File: src/rtl/sequential_shifter_left_logical.sv
// Multi-cycle left logical shifter: one binary stage (shift by 2^k) per clock,
// fixed latency, start/busy/done handshake, result held until the next accepted start.
module sequential_shifter_left_logical #(
   parameter int unsigned nb_bits_data  = 32,
   parameter int unsigned nb_bits_shift = 5
) (
   input  logic                     clk_i,
   input  logic                     rst_i,
   input  logic                     start_i,
   input  logic [nb_bits_data-1:0]  data_i,
   input  logic [nb_bits_shift-1:0] shamt_i,
   output logic [nb_bits_data-1:0]  data_o,
   output logic                     busy_o,
   output logic                     done_o
);

   localparam int unsigned CntW = (nb_bits_shift > 1) ? $clog2(nb_bits_shift) : 1;
   localparam logic [CntW-1:0] CntLast = CntW'(nb_bits_shift - 1);

   typedef enum logic [1:0] {StIdle, StShift, StDone} state_e;

   state_e                   state_q, state_d;
   logic [nb_bits_data-1:0]  work_q, work_d;
   logic [nb_bits_shift-1:0] shamt_q, shamt_d;
   logic [CntW-1:0]          cnt_q, cnt_d;
   logic                     busy_q, busy_d;
   logic                     done_q, done_d;
   logic                     accept;

   logic [nb_bits_data-1:0]  stage_out [nb_bits_shift];
   logic [nb_bits_data-1:0]  stage_sel;

   // Fixed per-stage shifters; stage k moves the word by 2^k when enabled.
   for (genvar k = 0; k < nb_bits_shift; k++) begin : g_stage
      assign stage_out[k] = shamt_q[k] ? (work_q << (2 ** k)) : work_q;
   end

   always_comb begin
      stage_sel = work_q;
      for (int k = 0; k < nb_bits_shift; k++) begin
         if (cnt_q == CntW'(k)) stage_sel = stage_out[k];
      end
   end

   always_comb begin
      state_d = state_q;
      work_d  = work_q;
      shamt_d = shamt_q;
      cnt_d   = cnt_q;
      accept  = 1'b0;
      unique case (state_q)
         StIdle: accept = start_i;
         StShift: begin
            work_d = stage_sel;
            cnt_d  = cnt_q + CntW'(1);
            if (cnt_q == CntLast) state_d = StDone;
         end
         // The edge that leaves DONE also samples start, so held-high start
         // gives one operation every nb_bits_shift+1 cycles.
         StDone: begin
            state_d = StIdle;
            accept  = start_i;
         end
         default: state_d = StIdle;
      endcase
      if (accept) begin
         state_d = StShift;
         work_d  = data_i;
         shamt_d = shamt_i;
         cnt_d   = '0;
      end
      busy_d = (state_d == StShift);
      done_d = (state_d == StDone);
   end

   always_ff @(posedge clk_i) begin
      if (rst_i) begin
         state_q <= StIdle;
         work_q  <= '0;
         shamt_q <= '0;
         cnt_q   <= '0;
         busy_q  <= 1'b0;
         done_q  <= 1'b0;
      end else begin
         state_q <= state_d;
         work_q  <= work_d;
         shamt_q <= shamt_d;
         cnt_q   <= cnt_d;
         busy_q  <= busy_d;
         done_q  <= done_d;
      end
   end

   assign data_o = work_q;
   assign busy_o = busy_q;
   assign done_o = done_q;

endmodule

File: config.mk
export PLATFORM = sky130hd
export DESIGN_NAME = sequential_shifter_left_logical
export DESIGN_NICKNAME = d
export VERILOG_FILES = /design/src/rtl/sequential_shifter_left_logical.sv
export SDC_FILE = /design/constraint.sdc
export NUM_CORES = 1
export LEC_CHECK = 0
export ABC_AREA = 1
export BUFFER_PORTS_ARGS = -buffer_cell sky130_fd_sc_hd__buf_2
export CAP_MARGIN = 20
export CORE_UTILIZATION = 55
export CTS_CLUSTER_DIAMETER = 50
export DETAILED_ROUTE_END_ITERATION = 16
export PLACE_DENSITY = 0.89
export SYNTH_ARGS = -nofsm -noshare
export SYNTH_HDL_FRONTEND = slang
export SYNTH_SLANG_ARGS = --single-unit
export TNS_END_PERCENT = 5
File: constraint.sdc
create_clock -name clk_i -period 2.4 [get_ports clk_i]
set_clock_uncertainty 0.1 [all_clocks]
set_input_delay 0.12 -clock clk_i [delete_from_list [all_inputs] [get_ports clk_i]]
set_output_delay 0.12 -clock clk_i [all_outputs]
set_load 0.01 [all_outputs]
== Word-level counts from Yosys, hierarchy flattened ==
Cells that the tools add are included.

* Register bits: 44
* Bits in latches: 0
* Bits in writable memories: 0
* Memory bits (read-only): 0
* Output and inout bits: 34
* Word-level logic and storage cells: 43
* Memories kept: 0

* Add/subtract/negate cells: 1
* $mul: 0
* Div/mod/pow operators: 0
* $lt $le $gt $ge: 0
* Equal/unequal tests: 12
* Shift operators: 0
* Mux-type cells: 16
* Bitwise logic cells: 0
* Reduce and logical (&&, ||, !) cells: 8

{| class="wikitable"
|+ Operator list
! cell !! number
|-
| $mux 32 || 12
|-
| $reduce_bool 6->1 || 2
|-
| $reduce_and 7->1 || 1
|-
| $eq 3x2->1 const B || 2
|-
| $ne 6x3->1 const B || 1
|-
| $ne 5x3->1 const B || 1
|-
| $eq 2x1->1 const B || 2
|-
| $eq 2x2->1 const B || 2
|-
| $mux 2 || 2
|-
| $ne 4x3->1 const B || 1
|-
| $pmux 2 s2 || 1
|-
| $reduce_or 2->1 || 2
|-
| $add 3x1->3 const B || 1
|-
| $eq 3x1->1 const B || 1
|-
| $eq 3x3->1 const B || 1
|-
| $logic_not 3->1 || 1
|-
| $ne 3x3->1 const B || 1
|-
| $logic_not 2->1 || 1
|-
| $reduce_bool 2->1 || 1
|-
| $mux 1 || 1
|}

== Longest topological paths before layout ==
* Word-level depth: 8
* Depth in mapped cells: 13
* Depth with buffers taken out: 12

== Worst setup path after synthesis ==
Ideal clock, no wire load.

* Path type: reg2reg
* Start: reg cnt_q[2]
* End: reg work_q[14] (netlist: data_o[14])
* Setup time: 113 ps
* Arrival: 1779 ps
* Path slack: 408 ps
* Cell stages (with the launch flop): 14
* Buffers on the path: 4
* Period minus slack after synthesis: 1992 ps
* Cell sequence: dfxtp_1 -> inv_2 -> buf_6 -> ha_1 -> clkbuf_1 -> inv_2 -> nand4_2 -> nand2_2 -> nor2_8 -> nand2_4 -> buf_6 -> buf_6 -> nor2_1 -> nor2_1

* Longest elaborated chain between the ends: 7

{| class="wikitable"
|+ Ends and longest elaborated chain
! item !! RTL line !! RTL
|-
| from (decl) || 25 || <nowiki>logic [CntW-1:0] cnt_q, cnt_d;</nowiki>
|-
| from (signal assigned) || 88 || <nowiki>cnt_q <= cnt_d;</nowiki>
|-
| $eq 3x1->1 || 41 || <nowiki>if (cnt_q == CntW'(k)) stage_sel = stage_out[k];</nowiki>
|-
| $mux 32 (4 in a row) || 41 ||
|-
| $mux 32 || 51 || <nowiki>unique case (state_q)</nowiki>
|-
| $mux 32 || 66 || <nowiki>if (accept) begin</nowiki>
|-
| to (signal assigned) || 86 || <nowiki>work_q <= work_d;</nowiki>
|-
| to (decl) || 23 || <nowiki>logic [nb_bits_data-1:0] work_q, work_d;</nowiki>
|}

Several ways; a longest one is shown, not always the timed one. The select of a mux whose other input is x is not followed.
A chain may end at the register's enable or synchronous reset.

== Worst setup path after layout ==
* Start: reg cnt_q[0]
* End: reg work_q[27] (netlist: data_o[27])

The elaborated chain is that of the path after synthesis.

==> qor.csv <==
stage;metric;value;unit
final_layout;nets;669;
final_layout;layout cells sized above 1;17.0;%
final_layout;final instance area;0.00374;mm2
clock_tree;Root Buffer;clkbuf_8;
final_layout;ant diodes;0;
logic_synthesis;Yosys warnings;0;
sta;final hold vios;0;
floorplan;core footprint;0.00554;mm2
logic_synthesis;Async S/R FF share, synth;0;%
detailed_routing;DR vias;3945;
setup_path;R2R depth;10;
run_status;status;complete, no violations;
detailed_routing;DRC viols;0;
sta;Min Clock Period, post-route;2.21;ns
detailed_routing;vias per cell;5.67;
logic_synthesis;gate count of the mapped netlist;556;
worst_hold_path;HP Class;in2reg;
logic_synthesis;top cells by count, synth;nand2_1, nor2_1, inv_1;
logic_synthesis;Syn Nets;601;
sta;Slew Limit Fails;0;
placed_design;routability congestion estimate;0.906;
sta;final worst-path cycle share;92.2;%
logic_synthesis;post-synthesis xor/xnor area fraction;0;%
floorplan;num rows;27;
power_and_ir_drop;Psw;1220;uW
worst_hold_path;Hold Path Origin;data_i[15];
power_and_ir_drop;Sw Ratio;44.8;%
detailed_routing;DRT antenna net count;0;
power_and_ir_drop;Cell Pwr Density;728;mW/mm2
sta;Post-Route Setup TNS;0;ns
clock_tree;Skew-Pair Late Insertion Delay;0.30;ns
setup_path;Worst Path Arrival;2.32;ns
detailed_routing;total wire length;9.94;mm
sta;Final WS setup;0.187;ns
final_layout;area delta synth->final;17.4;%
logic_synthesis;largest family of logic cells by synthesized area;simple AND/OR/NAND/NOR gates;
clock_tree;Num CTS Buffers;5;
detailed_routing;DR iter-0 viols;503;
setup_path;startpoint types;flop;
global_route;total gr overflow;0;
logic_synthesis;most common cell in the netlist;nand2_1;
setup_path;worst r2r src;cnt_q[0]$_SDFFE_PP0N_;
floorplan;die area;0.00610;mm2
logic_synthesis;#FFs+latches synth;44;
setup_path;reg-to-reg slack, setup;0.19;ns
clock_tree;H-Tree Depth;2;
clock_tree;Post-CTS Setup Inserts;0;
clock_tree;CTS tree;yes;
logic_synthesis;post-synthesis compound-gate area fraction;13.2;%
floorplan;I/O Pins;74;
clock_tree;Clk pin slew, worst setup/hold paths;0.08;ns
logic_synthesis;share of the synthesized area in the top cell type;27.7;%
setup_path;reg2reg end;data_o[27]$_SDFFE_PP0P_;
sta;f_max;452;MHz
floorplan;Die H;78.1;um
detailed_routing;TritonRoute pass-1 iters;6;
logic_synthesis;Adder-Cell Fraction of Synth Area;1.96;%
placed_design;placed inst area;0.00357;mm2
sta;Rel. slew slack;56.2;%
placed_design;Port Buffers;73;
placed_design;Setup Slack @ Placement;0.0872;ns
placed_design;post-DP HPWL;6.72;mm
sta;Setup violations, final;0;
power_and_ir_drop;IR drop worst, VDD;0.329;mV
detailed_routing;WL per Instance;14.3;um
run;MaxCap Viol Count;0;
clock_tree;Max Buffers Root-to-Sink;2;
logic_synthesis;simple-gate share of the synthesized area;46.4;%
worst_hold_path;Hold Path Stages;5;
logic_synthesis;syn avg cell area;5.73;um2
sta;worst slew pin tran;0.654;ns
power_and_ir_drop;leakage power;0.00205;uW
logic_synthesis;post-synthesis sequential area ratio;27.7;%
logic_synthesis;Synth cell types;26;
logic_synthesis;top post-synthesis cells by area;dfxtp_1, nand2_1, nor2_1;
sta;RSZ-0062 raised after global routing;no;
floorplan;Chip Width;78.1;um
floorplan;initial cell density of the core;57.5;%
setup_path;CP Capture Type;flop;
logic_synthesis;top_reg_cell synth;dfxtp_1;
power_and_ir_drop;clock power share;16.6;%
setup_path;Req. time, crit path;2.50;ns
clock_tree;clk sinks;44;
global_route;pin count of the biggest net entering global routing;50;
global_route;vias in the first global route;3497;
global_route;initial antenna violation count;0;
logic_synthesis;Post-Syn Area;0.00319;mm2
setup_path;CP Class;reg2reg;
power_and_ir_drop;Comb pwr share;44.6;%
logic_synthesis;mux cell area share after synthesis;0;%
logic_synthesis;Post-synth EDFFs;0;
logic_synthesis;leading area contributor after synthesis;dfxtp_1;
worst_hold_path;worst hold endpoint;data_o[15]$_SDFFE_PP0P_;
power_and_ir_drop;Internal;1500;uW
sta;Final Hold Slack;0.0309;ns
final_layout;fill cell count;488;
global_route;total global-route track usage;32.9;%
setup_path;Max Fanout on Critical Path;49;
global_route;first-pass GRT wire length;16.0;mm
power_and_ir_drop;sequential power share;38.8;%
## how the worst max path moves through the flow
stage,start,endpoint,slack [ns],cells after the start
after CTS,cnt_q[0]$_SDFFE_PP0N_,data_o[22]$_SDFFE_PP0P_,0.08,8
after detailed placement,cnt_q[0]$_SDFFE_PP0N_,data_o[22]$_SDFFE_PP0P_,0.09,8
after global routing,cnt_q[0]$_SDFFE_PP0N_,data_o[25]$_SDFFE_PP0P_,0.02,11
final,cnt_q[0]$_SDFFE_PP0N_,data_o[27]$_SDFFE_PP0P_,0.19,10
after floorplan,cnt_q[2]$_SDFFE_PP0N_,data_o[14]$_SDFFE_PP0P_,0.41,13
after global placement,cnt_q[0]$_SDFFE_PP0N_,data_o[10]$_SDFFE_PP0P_,0.18,10
## cells by family after synthesis
group | count (synthesis)
and+or+nand+nor | 353
buffers and inverters | 83
adders and majority gates | 5
AOI/OAI and AO/OA | 71
DFF | 44
## routing by layer
layer	up-vias	share of wire, %	global-route usage, %
met3	45	10	5.23
met1	1756	40	40.4
met4	0	4.4	19.6
met2	262	45	53.9
li1	1882	-	-
met5	-	0	0
## flip-flops by register name, summed over array words and instances (netlist names)
signal   cells
cnt_q        3
busy_o       1
state_q      2
shamt_q      5
done_o       1
data_o      32
## metrics by stage
step	utilization, %	total power (uW)	std cells
floorplan	-	1870	556
global placement	64.5	2200	681
detailed placement	64.5	2230	681
CTS	67.1	2680	695
global route	67.5	2930	696
finish	67.5	2720	696
## power groups by stage
stage | combinational, uW | sequential (uW) | clock, uW
2_1_floorplan | 813 | 1060 | 0
3_3_place_gp | 1150 | 1060 | 0
3_5_place_dp | 1170 | 1060 | 0
4_1_cts | 1180 | 1040 | 455
5_1_grt | 1370 | 1070 | 493
6_report | 1220 | 1060 | 452
## what timing repair did
action / CTS / global route
hold endpoints to repair: 8 / 0
hold buffers: 7 / 0
resized for setup: 0 / 1
setup endpoints to repair: 0 / 25
## cell type report
type                    count  area [um2]  area share (%)
multi-input cells         429        1970            52.8
flip-flops and latches     44         881            23.6
repair buffers             90         514            13.8
inverters                  54         203            5.42
well taps                  72        90.1            2.41
clock buffers               6        72.6            1.94
clock inverters             1        5.00           0.134
## placed cells by master (no fill, tap or decap), drive strengths merged
master / instances
buf: 83
a22oi: 16
dlygate4sd3: 7
nand3: 23
o22ai: 2
nor2: 93
inv: 54
clkinv: 1
or2: 1
o21ai: 22
nand4: 19
a21boi: 3
a21oi: 26
nand2: 217
a211oi: 2
dfxtp: 44
ha: 5
clkbuf: 6
## critical path: stages, from the launching register on
cell     delay (ns)
dfxtp_1        0.40
inv_1          0.10
ha_1           0.23
nand2_1        0.22
inv_1          0.12
nand2_1        0.11
nand2_1        0.13
nor2_8         0.23
nand2_8        0.21
nor2_1         0.19
nor2_1         0.06
(Power assumes the default switching activity.)
